**src/rtl/fdsynch_bank.sv**
```systemverilog
// fdsynch_bank: CHANNELS independent WIDTH-bit registers, each loaded through a STAGES-deep synchroniser and a STABLE-sample filter (optional raw force-load under `FDSYNCH_BANK_FORCE_EN`).
// Latency: STAGES+STABLE clocks from a d/ld change to q (STAGES+1 when STABLE=1); frc loads at the next edge.
// Backpressure: none; inputs are sampled every cycle and q holds until the next qualifying load.
module fdsynch_bank #(
    parameter int WIDTH    = 8,
    parameter int CHANNELS = 4,
    parameter int STAGES   = 2,
    parameter int STABLE   = 2
) (
    input  logic                      clk,
    input  logic                      resetl,
    input  logic [CHANNELS*WIDTH-1:0] d,
    input  logic [CHANNELS-1:0]       ld,
    output logic [CHANNELS*WIDTH-1:0] q,
    output logic [CHANNELS-1:0]       upd,
    output logic [CHANNELS-1:0]       stab
`ifdef FDSYNCH_BANK_FORCE_EN
    ,
    input  logic [CHANNELS-1:0]       frc
`endif
);

    localparam int            CW      = $clog2(STABLE + 1);
    localparam logic [CW-1:0] CNT_MAX = CW'(STABLE);
    localparam logic [CW-1:0] CNT_ONE = CW'(1);

    if (STAGES < 1 || STAGES > 4) begin : g_bad_stages
        $error("fdsynch_bank: STAGES must be in 1..4");
    end
    if (STABLE < 1 || STABLE > 15) begin : g_bad_stable
        $error("fdsynch_bank: STABLE must be in 1..15");
    end

    for (genvar c = 0; c < CHANNELS; c++) begin : g_ch
        // ld and d share one synchroniser word so they can never skew apart
        logic [WIDTH:0]   sync_r [STAGES];
        logic [WIDTH-1:0] d_raw;
        logic [WIDTH-1:0] d_s;
        logic [WIDTH-1:0] prev_r;
        logic [WIDTH-1:0] q_r;
        logic             ld_s;
        logic             frc_c;
        logic             load;
        logic             upd_r;
        logic             stab_r;
        logic [CW-1:0]    cnt_r;
        logic [CW-1:0]    cnt_nxt;

        assign d_raw       = d[c*WIDTH +: WIDTH];
        assign {ld_s, d_s} = sync_r[STAGES-1];

`ifdef FDSYNCH_BANK_FORCE_EN
        assign frc_c = frc[c];
`else
        assign frc_c = 1'b0;
`endif

        always_comb begin
            cnt_nxt = cnt_r;
            if (d_s != prev_r) begin
                cnt_nxt = CNT_ONE;
            end else if (cnt_r != CNT_MAX) begin
                cnt_nxt = cnt_r + 1'b1;
            end
        end

        assign load = ld_s && (cnt_nxt == CNT_MAX);

        always_ff @(posedge clk) begin
            if (!resetl) begin
                for (int i = 0; i < STAGES; i++) begin
                    sync_r[i] <= '0;
                end
                prev_r <= '0;
                cnt_r  <= '0;
                q_r    <= '0;
                upd_r  <= 1'b0;
                stab_r <= 1'b0;
            end else begin
                sync_r[0] <= {ld[c], d_raw};
                for (int i = 1; i < STAGES; i++) begin
                    sync_r[i] <= sync_r[i-1];
                end
                prev_r <= d_s;
                // Force takes the raw input and restarts the filter from zero
                if (frc_c) begin
                    q_r    <= d_raw;
                    upd_r  <= (d_raw != q_r);
                    cnt_r  <= '0;
                    stab_r <= 1'b0;
                end else begin
                    cnt_r  <= cnt_nxt;
                    stab_r <= (cnt_nxt == CNT_MAX);
                    upd_r  <= load && (d_s != q_r);
                    if (load) begin
                        q_r <= d_s;
                    end
                end
            end
        end

        assign q[c*WIDTH +: WIDTH] = q_r;
        assign upd[c]              = upd_r;
        assign stab[c]             = stab_r;
    end

endmodule

```
**config.mk**
```make
export PLATFORM = sky130hd
export DESIGN_NAME = fdsynch_bank
export DESIGN_NICKNAME = d
export VERILOG_FILES = /design/src/rtl/fdsynch_bank.sv
export SDC_FILE = /design/constraint.sdc
export NUM_CORES = 1
export LEC_CHECK = 0
export ABC_AREA = 0
export CAP_MARGIN = 10
export CORE_ASPECT_RATIO = 1.25
export CORE_UTILIZATION = 40
export CTS_BUF_LIST = sky130_fd_sc_hd__clkbuf_16
export DETAILED_ROUTE_END_ITERATION = 7
export HOLD_SLACK_MARGIN = 0.05
export PLACE_DENSITY = 0.6
export SLEW_MARGIN = 15
export SYNTH_ARGS = -nofsm -noshare
export SYNTH_HDL_FRONTEND = slang
export SYNTH_SLANG_ARGS = --single-unit
```
**constraint.sdc**
```tcl
create_clock -name clk -period 2 [get_ports clk]
set_input_delay 0.4 -clock clk [delete_from_list [all_inputs] [get_ports clk]]
set_output_delay 0.4 -clock clk [all_outputs]
set_load 0.005 [all_outputs]
```
==> Word level (Yosys, flattened, before mapping) <==
Memories as Yosys holds them, arrays and structs flattened.
Index checks and enable logic that the tools add are counted.
{ "classes": {"n_addsub": 4, "n_eq_ne": 16, "mux": 18, "n_bitwise": 8, "n_reduce_logical": 8} }
{ "ops": {"columns": ["operator", "n"], "rows": [
  ["9-bit two-way mux", 8],
  ["8-bit inequality test", 8],
  ["2-bit two-way mux", 8],
  ["2-bit by 1-bit adder with 2-bit output (second input constant)", 4],
  ["2-bit == test (second input constant)", 4],
  ["1-bit logical AND", 8],
  ["2-bit inequality test (second input constant)", 4],
  ["1-bit bitwise OR", 8],
  ["1-bit two-way mux", 2]
]} }
{ "totals": {"reg_bits": 80, "mem_bits_rw": 72, "inputBits": 38, "output_inout_bits": 40, "n_memories": 4} }
{ "mem_list": {"columns": ["memory", "depth", "width", "read_ports", "rd_ports_with_merged_regs", "wr", "line_no", "source"], "rows": [
  ["g_ch[0].sync_r", 2, 9, 2, 0, 2, "36", "logic [WIDTH:0] sync_r [STAGES];"],
  ["g_ch[1].sync_r", 2, 9, 2, 0, 2, "36", null],
  ["g_ch[2].sync_r", 2, 9, 2, 0, 2, "36", null],
  ["g_ch[3].sync_r", 2, 9, 2, 0, 2, "36", null]
]} }

==> Logic depth before layout (Yosys ltp) <==
Gate-level depths: netlist of run 1.
{ "depth": {"word_depth": 6, "depth_mapped": 6, "ltp_nobuf": 6} }

==> Least setup slack after synthesis of run 1 <==
Ideal clock, no wire load.
{ "synth_path": {"kind": "reg-to-reg", "startpoint": "mem g_ch[0].sync_r[0][13] (netlist bit)", "endpoint": "reg g_ch[0].cnt_r[0]", "setup_time_ps": 125, "t_arrival_ps": 1317, "t_required_ps": 1875, "path_slack_ps": 558, "stages_incl_launch_ff": 5, "n_path_buf": 0, "cell_sequence": "dfxtp_1 -> xor2_1 -> nor4_4 -> nand2_1 -> o41a_1"} }
{ "synth_lines": {"columns": ["item", "line_no", "source"], "rows": [
  ["start: declaration", "36", null],
  ["end signal: assignment", "92", "cnt_r <= cnt_nxt;"],
  ["end: declaration", "46", "logic [CW-1:0] cnt_r;"]
]} }

==> Worst setup path after layout of run 1 <==
{ "layout_path": {"startpoint": "reg g_ch[3].q_r[3]", "endpoint": "out q[27]"} }
{ "layout_lines": {"columns": ["item", "line_no", "source"], "rows": [
  ["start: declaration", "40", "logic [WIDTH-1:0] q_r;"],
  ["start signal: assignment", "87", "q_r <= d_raw;"],
  ["start signal: assignment", "96", "q_r <= d_s;"],
  ["end: declaration", "14", "output logic [CHANNELS*WIDTH-1:0] q,"]
]} }
No word-level cell between the ends.

==> impl_metrics.csv, run 1 <==
group,metric,value,unit
die,initial_core_util,41.7,%
outcome,status,"complete, no violations",
placement,numPortBuffers,77,
critical_path,path_depth,1,
critical_path,rr_worst_depth,5,
cells_and_area,area.growth.synth_to_final,27.7,%
grt,grt_pass1_vias,3397,
critical_path,critPathMaxFanout,3,
critical_path,critical-path-top-delay-family,"buffers and inverters",
sta,tns,0,ps
grt,gr-total-overflow,0,
clock_network,tritoncts,"built",
sta,min_period_over_period,87.8,%
power_and_ir_drop,powerDensity,968,mW/mm^2
power_and_ir_drop,ir_drop,508,uV
sta,fin_skew,9.67,ps
critical_path,worst-path-buf-inv,1,
critical_path,end_kind,"output pin",
sta,finalHoldViolCount,0,
die,coreArea,0.0128,mm^2
sta,slew_headroom,72.4,%
sta,setup_viol,0,
routing,routed_wirelength,8950,um
synthesis,synth.distinct_cells,26,
grt,grt_max_degree,48,
critical_path,crit_type,"flop to output pin",
critical_path,slowest_stage,"clkdlybuf4s50_1",
synthesis,synth_area,0.00535,mm^2
synthesis,syn-num-nets,554,
cells_and_area,fin_util,53.2,%
synthesis,ys_seq_area_share,56.9,%
cells_and_area,layout.nets,630,
grt,grt_pass1_wl,15100,um
routing,dr.pass1.iters,4,
clock_network,cts_resized,0,
grt,antenna_found_initial,0,
cells_and_area,layout_commonest_cell,"dfxtp_1",
placement,place_hpwl,6380,um
synthesis,syn_area_per_cell,10.4,um^2
power_and_ir_drop,p_leak,3.18,nW
die,die_area,0.0138,mm^2
clock_network,cts_setup_buffers,0,
cells_and_area,fill_cells,1159,
clock_network,cts_buffer_depth,2,
die,pin_count,78,
sta,tightestPinTransition,414,ps
clock_network,cts_hold_buf,0,
clock_network,clockRootBuffer,"clkbuf_16",
critical_path,cp.required,1600,ps
cells_and_area,final_cells,769,
routing,final_antenna_net_count,0,
cells_and_area,multi_input_area,0.00203,mm^2
cells_and_area,register_area,0.00304,mm^2
cells_and_area,drive_above_1_share,6.66,%
synthesis,yosysWarnings,0,
run,maxCapViolCount,0,
clock_network,h-tree-depth,4,
critical_path,arrival,1360,ps
critical_path,worstPathCellList,"clkdlybuf4s50_1",
grt,grt_usage,14.1,%
sta,slew_violations,0,
die,rows,46,
sta,rsz0062_at_grt,"no",
cells_and_area,layout_common_cells,"dfxtp_1, clkdlybuf4s50_1, nand2_1, and2_1, inv_1",
die,die_y,131,um
sta,fmax,570,MHz
die,fp.dieW,105,um
clock_network,numCtsBuffers,17,
placement,dp_cells,737,
routing,drcViolationCount,0,
hold_path,min_path_type,"flop to flop",
clock_network,cts.sink_count,152,
sta,min_period,1760,ps
synthesis,syn_inst,512,
clock_network,clkTransAtPathRegs,60,ps
synthesis,synth_seq_cells,152,
routing,num_vias,3437,
routing,avgViaCountPerCell,4.47,
placement,gp_congestion,0.769,
clock_network,clk-insertion-delay-late,420,ps
routing,drt_iter0_markers,117,
routing,routedWlPerCell,11.6,um
cells_and_area,diodes,0,
critical_path,critPathLaunchType,"flop",
hold_path,hold_depth,1,
critical_path,worst_path_largest_cell_delay,550,ps
## synth_stat cells
| cell type | n | area (um^2) |
|---|---|---|
| ha_1 | 4 | 50.1 |
| and2_1 | 72 | 450 |
| and4_1 | 1 | 8.76 |
| nand2_1 | 74 | 278 |
| xnor2_1 | 38 | 333 |
| nand3_2 | 1 | 10.0 |
| nand4_1 | 8 | 50.1 |
| nand3_1 | 1 | 5.00 |
| nor4_4 | 3 | 63.8 |
| o21ai_0 | 4 | 20.0 |
| clkbuf_1 | 16 | 60.1 |
| o41a_1 | 1 | 11.3 |
| buf_4 | 8 | 60.1 |
| dfxtp_1 | 152 | 3040 |
| nor4_1 | 6 | 37.5 |
| inv_1 | 40 | 150 |
| nor4_2 | 1 | 12.5 |
| xor2_1 | 26 | 228 |
| nor2b_1 | 4 | 25.0 |
| nand4_2 | 3 | 37.5 |
| mux2i_1 | 32 | 320 |
| o31a_1 | 3 | 26.3 |
| nor2_1 | 6 | 22.5 |
| nor3b_1 | 1 | 7.51 |
| and3_1 | 2 | 12.5 |
| nor3_1 | 5 | 25.0 |
## final timing paths
check	endpoint	start	slack, ps
setup / recovery	q[27]	g_ch[3].q_r[3]$_SDFFE_PN0P_	240
hold / removal	g_ch[1].sync_r[0][14]$_SDFF_PN0_	g_ch[1].sync_r[0][5]$_SDFF_PN0_	430
setup reg to reg	g_ch[0].q_r[1]$_SDFFE_PN0P_	g_ch[0].cnt_r[0]$_SDFF_PN0_	420
hold reg to reg	g_ch[1].sync_r[0][14]$_SDFF_PN0_	g_ch[1].sync_r[0][5]$_SDFF_PN0_	430
## state kept, by name, indices dropped and copies added (netlist names)
name	cells
g_ch.sync_r	72
g_ch.prev_r	32
g_ch.q_r	32
g_ch.cnt_r	8
g_ch.stab_r	4
g_ch.upd_r	4
## metal layers
layer	track usage [%]	vias to the layer above	share of wire, %
met1	15.2	1602	42
met4	6.81	0	2.0
met3	5.41	15	4.9
met5	0	-	0
li1	-	1754	-
met2	24.2	66	51
## where the power goes
part	internal [W]	switching [W]	leakage (nW)
logic	0.000207	0.000180	1.64
registers	0.00313	0.0000466	1.24
clock network	0.00192	0.00113	0.298
## stage by stage
stage | setup slack [ps] | instance area [um^2] | power, W | hold slack (ps)
finish | 245 | 6830 | 0.00661 | 429
global route | 198 | 6830 | 0.00690 | 434
CTS | 213 | 6830 | 0.00671 | 426
detailed placement | 396 | 6260 | 0.00364 | 418
global placement | 433 | 6260 | 0.00362 | 416
floorplan | 558 | 5350 | 0.00349 | 412
## cell families (layout without fill, tap and decap cells)
kind of cell / Yosys count / in the layout / share of synthesized area (%)
buffers and inverters: 64 / 153 / 5.05
and+or+nand+nor: 188 / 188 / 19.6
DFF: 152 / 152 / 56.9
adders and majority gates: 4 / 4 / 0.936
muxes: 32 / 32 / 5.99
AOI/OAI and AO/OA: 8 / 8 / 1.08
xor gates and xnor gates: 64 / 64 / 10.5
## area by class of cell
cell class	instances	share of cell area (%)
flip-flops and latches	152	44.6
multi-input cells	296	29.8
repair buffers	81	12.1
clock buffers	17	6.23
well taps	168	3.08
inverters	40	2.20
clock inverters	15	2.11
Power figures use the tool's default switching activity.
==> inputs of run 2 (changes only) <==
- PLACE_DENSITY: 0.6 -> 0.62
- clock period: 2 -> 1.4 ns (I/O delays scaled with it)
==> impl_metrics.csv, run 2 (synthesis results as in run 1) <==
group,metric,value,unit
power_and_ir_drop,powerDensity,1330,mW/mm^2
power_and_ir_drop,p_leak,3.55,nW
routing,drt_iter0_markers,61,
sta,min_period_over_period,102,%
sta,fmax,697,MHz
sta,setup_viol,16,
routing,final_antenna_net_count,0,
cells_and_area,layout_commonest_cell,"dfxtp_1",
grt,grt_busiest_layer,"met2",
sta,fin_ws,-34.4,ps
hold_path,min_path_type,"primary input to flop",
cells_and_area,area.growth.synth_to_final,35.9,%
critical_path,critPathLaunchType,"flop",
routing,routed_wirelength,9750,um
outcome,status,"finished, violations left",
grt,grt_pass1_wl,16100,um
grt,grt_util_met3,4.56,%
sta,min_period,1430,ps
grt,grt_max_degree,30,
sta,slew_violations,0,
routing,num_vias,3529,
placement,gp_congestion,0.756,
critical_path,rrSetupSlack,-30,ps
sta,tightestPinTransition,405,ps
critical_path,end_kind,"flop",
clock_network,clockRootBuffer,"clkbuf_16",
die,coreArea,0.0128,mm^2
cells_and_area,diodes,0,
cells_and_area,drive_above_1_share,21.1,%
grt,grt_usage,14.8,%
placement,place_hpwl,6580,um
clock_network,tritoncts,"built",
critical_path,arrival,1760,ps
routing,avgViaCountPerCell,4.40,
sta,finalHoldViolCount,0,
critical_path,critPathMaxFanout,8,
grt,grt_use_met1,16.3,%
die,die_y,131,um
clock_network,h-tree-depth,4,
critical_path,crit_type,"flop to flop",
power_and_ir_drop,ir_drop,761,uV
grt,met2_usage,25.4,%
outcome,violations,"negative setup slack",
clock_network,cts.sink_count,152,
cells_and_area,largest_register,"g_ch.sync_r",
routing,dr.pass1.iters,4,
run,maxCapViolCount,0,
grt,gr-total-overflow,0,
cells_and_area,largest_reg_flops,72,
die,fp.dieW,105,um
sta,tns,-241,ps
die,initial_core_util,41.7,%
cells_and_area,final_cells,802,
sta,fin_skew,8.29,ps
critical_path,cp.required,1730,ps
clock_network,clkTransAtPathRegs,60,ps
die,die_area,0.0138,mm^2
routing,drcViolationCount,0,
die,rows,46,
clock_network,clk-insertion-delay-late,410,ps
sta,rsz0062_at_grt,"yes",
placement,dp_slack,-50.9,ps
cells_and_area,layout_common_cells,"dfxtp_1, and2_1, nand2_1, inv_1, dlygate4sd2_1",
placement,numPortBuffers,77,
grt,grt_pass1_vias,3561,
sta,slew_headroom,72.9,%
cells_and_area,layout.nets,664,
cells_and_area,largestRegisters,"g_ch.sync_r: 72 flops, g_ch.prev_r: 32 flops, g_ch.q_r: 32 flops",
clock_network,cts_buffer_depth,2,
die,pin_count,78,
grt,antenna_found_initial,0,
routing,routedWlPerCell,12.2,um
clock_network,numCtsBuffers,17,
clock_network,cts_hold_buf,0,
placement,dp_cells,759,
## run 2: power breakdown
part | switching [W] | total [W] | internal (W) | leakage [nW]
clock network | 0.00171 | 0.00448 | 0.00277 | 0.279
registers | 0.0000684 | 0.00453 | 0.00447 | 1.27
logic | 0.000316 | 0.000659 | 0.000343 | 2.00
## run 2: worst max-delay path: stages, from the launching register on
cell and delay, ps:
dfxtp_2 320, xor2_1 160, nor4_4 370, nand4_4 270, mux2i_1 240
## run 2: cell type report
cell class / instances / area [um^2]
fillers: 1144 / 5570
inverters: 40 / 150
clock inverters: 14 / 160
flip-flops and latches: 152 / 3100
repair buffers: 115 / 1030
well taps: 168 / 210
multi-input cells: 296 / 2190
clock buffers: 17 / 425
## run 2: worst paths after layout
check,from,endpoint,depth (start not counted)
max,g_ch[1].sync_r[0][13]$_SDFF_PN0_,g_ch[1].q_r[4]$_SDFFE_PN0P_,4
min,resetl,g_ch[1].q_r[2]$_SDFFE_PN0P_,3
max reg2reg,g_ch[1].sync_r[0][13]$_SDFF_PN0_,g_ch[1].q_r[4]$_SDFFE_PN0P_,4
min reg2reg,g_ch[3].sync_r[0][3]$_SDFF_PN0_,g_ch[3].sync_r[0][12]$_SDFF_PN0_,1
## run 2: through the flow
stage	hold WS, ps	area, um^2	power, W	utilization, %
floorplan	407	5360	0.00499	-
global placement	414	6410	0.00521	49.9
detailed placement	417	6410	0.00523	49.9
CTS	288	7120	0.00975	55.4
global route	305	7270	0.0101	56.6
finish	297	7270	0.00967	56.6
## run 2: layer usage
layer	part of all wire, %	up-vias
li1	-	1817
met1	43	1631
met2	52	65
met3	3.3	16
met4	1.9	0
met5	0	-
## run 2: timing repair
item | in CTS | in global routing
gates resized for setup | 85 | 29
buffers inserted | 11 | 2
endpoints found under the setup margin | 64 | 46
pin swaps | 10 | 21
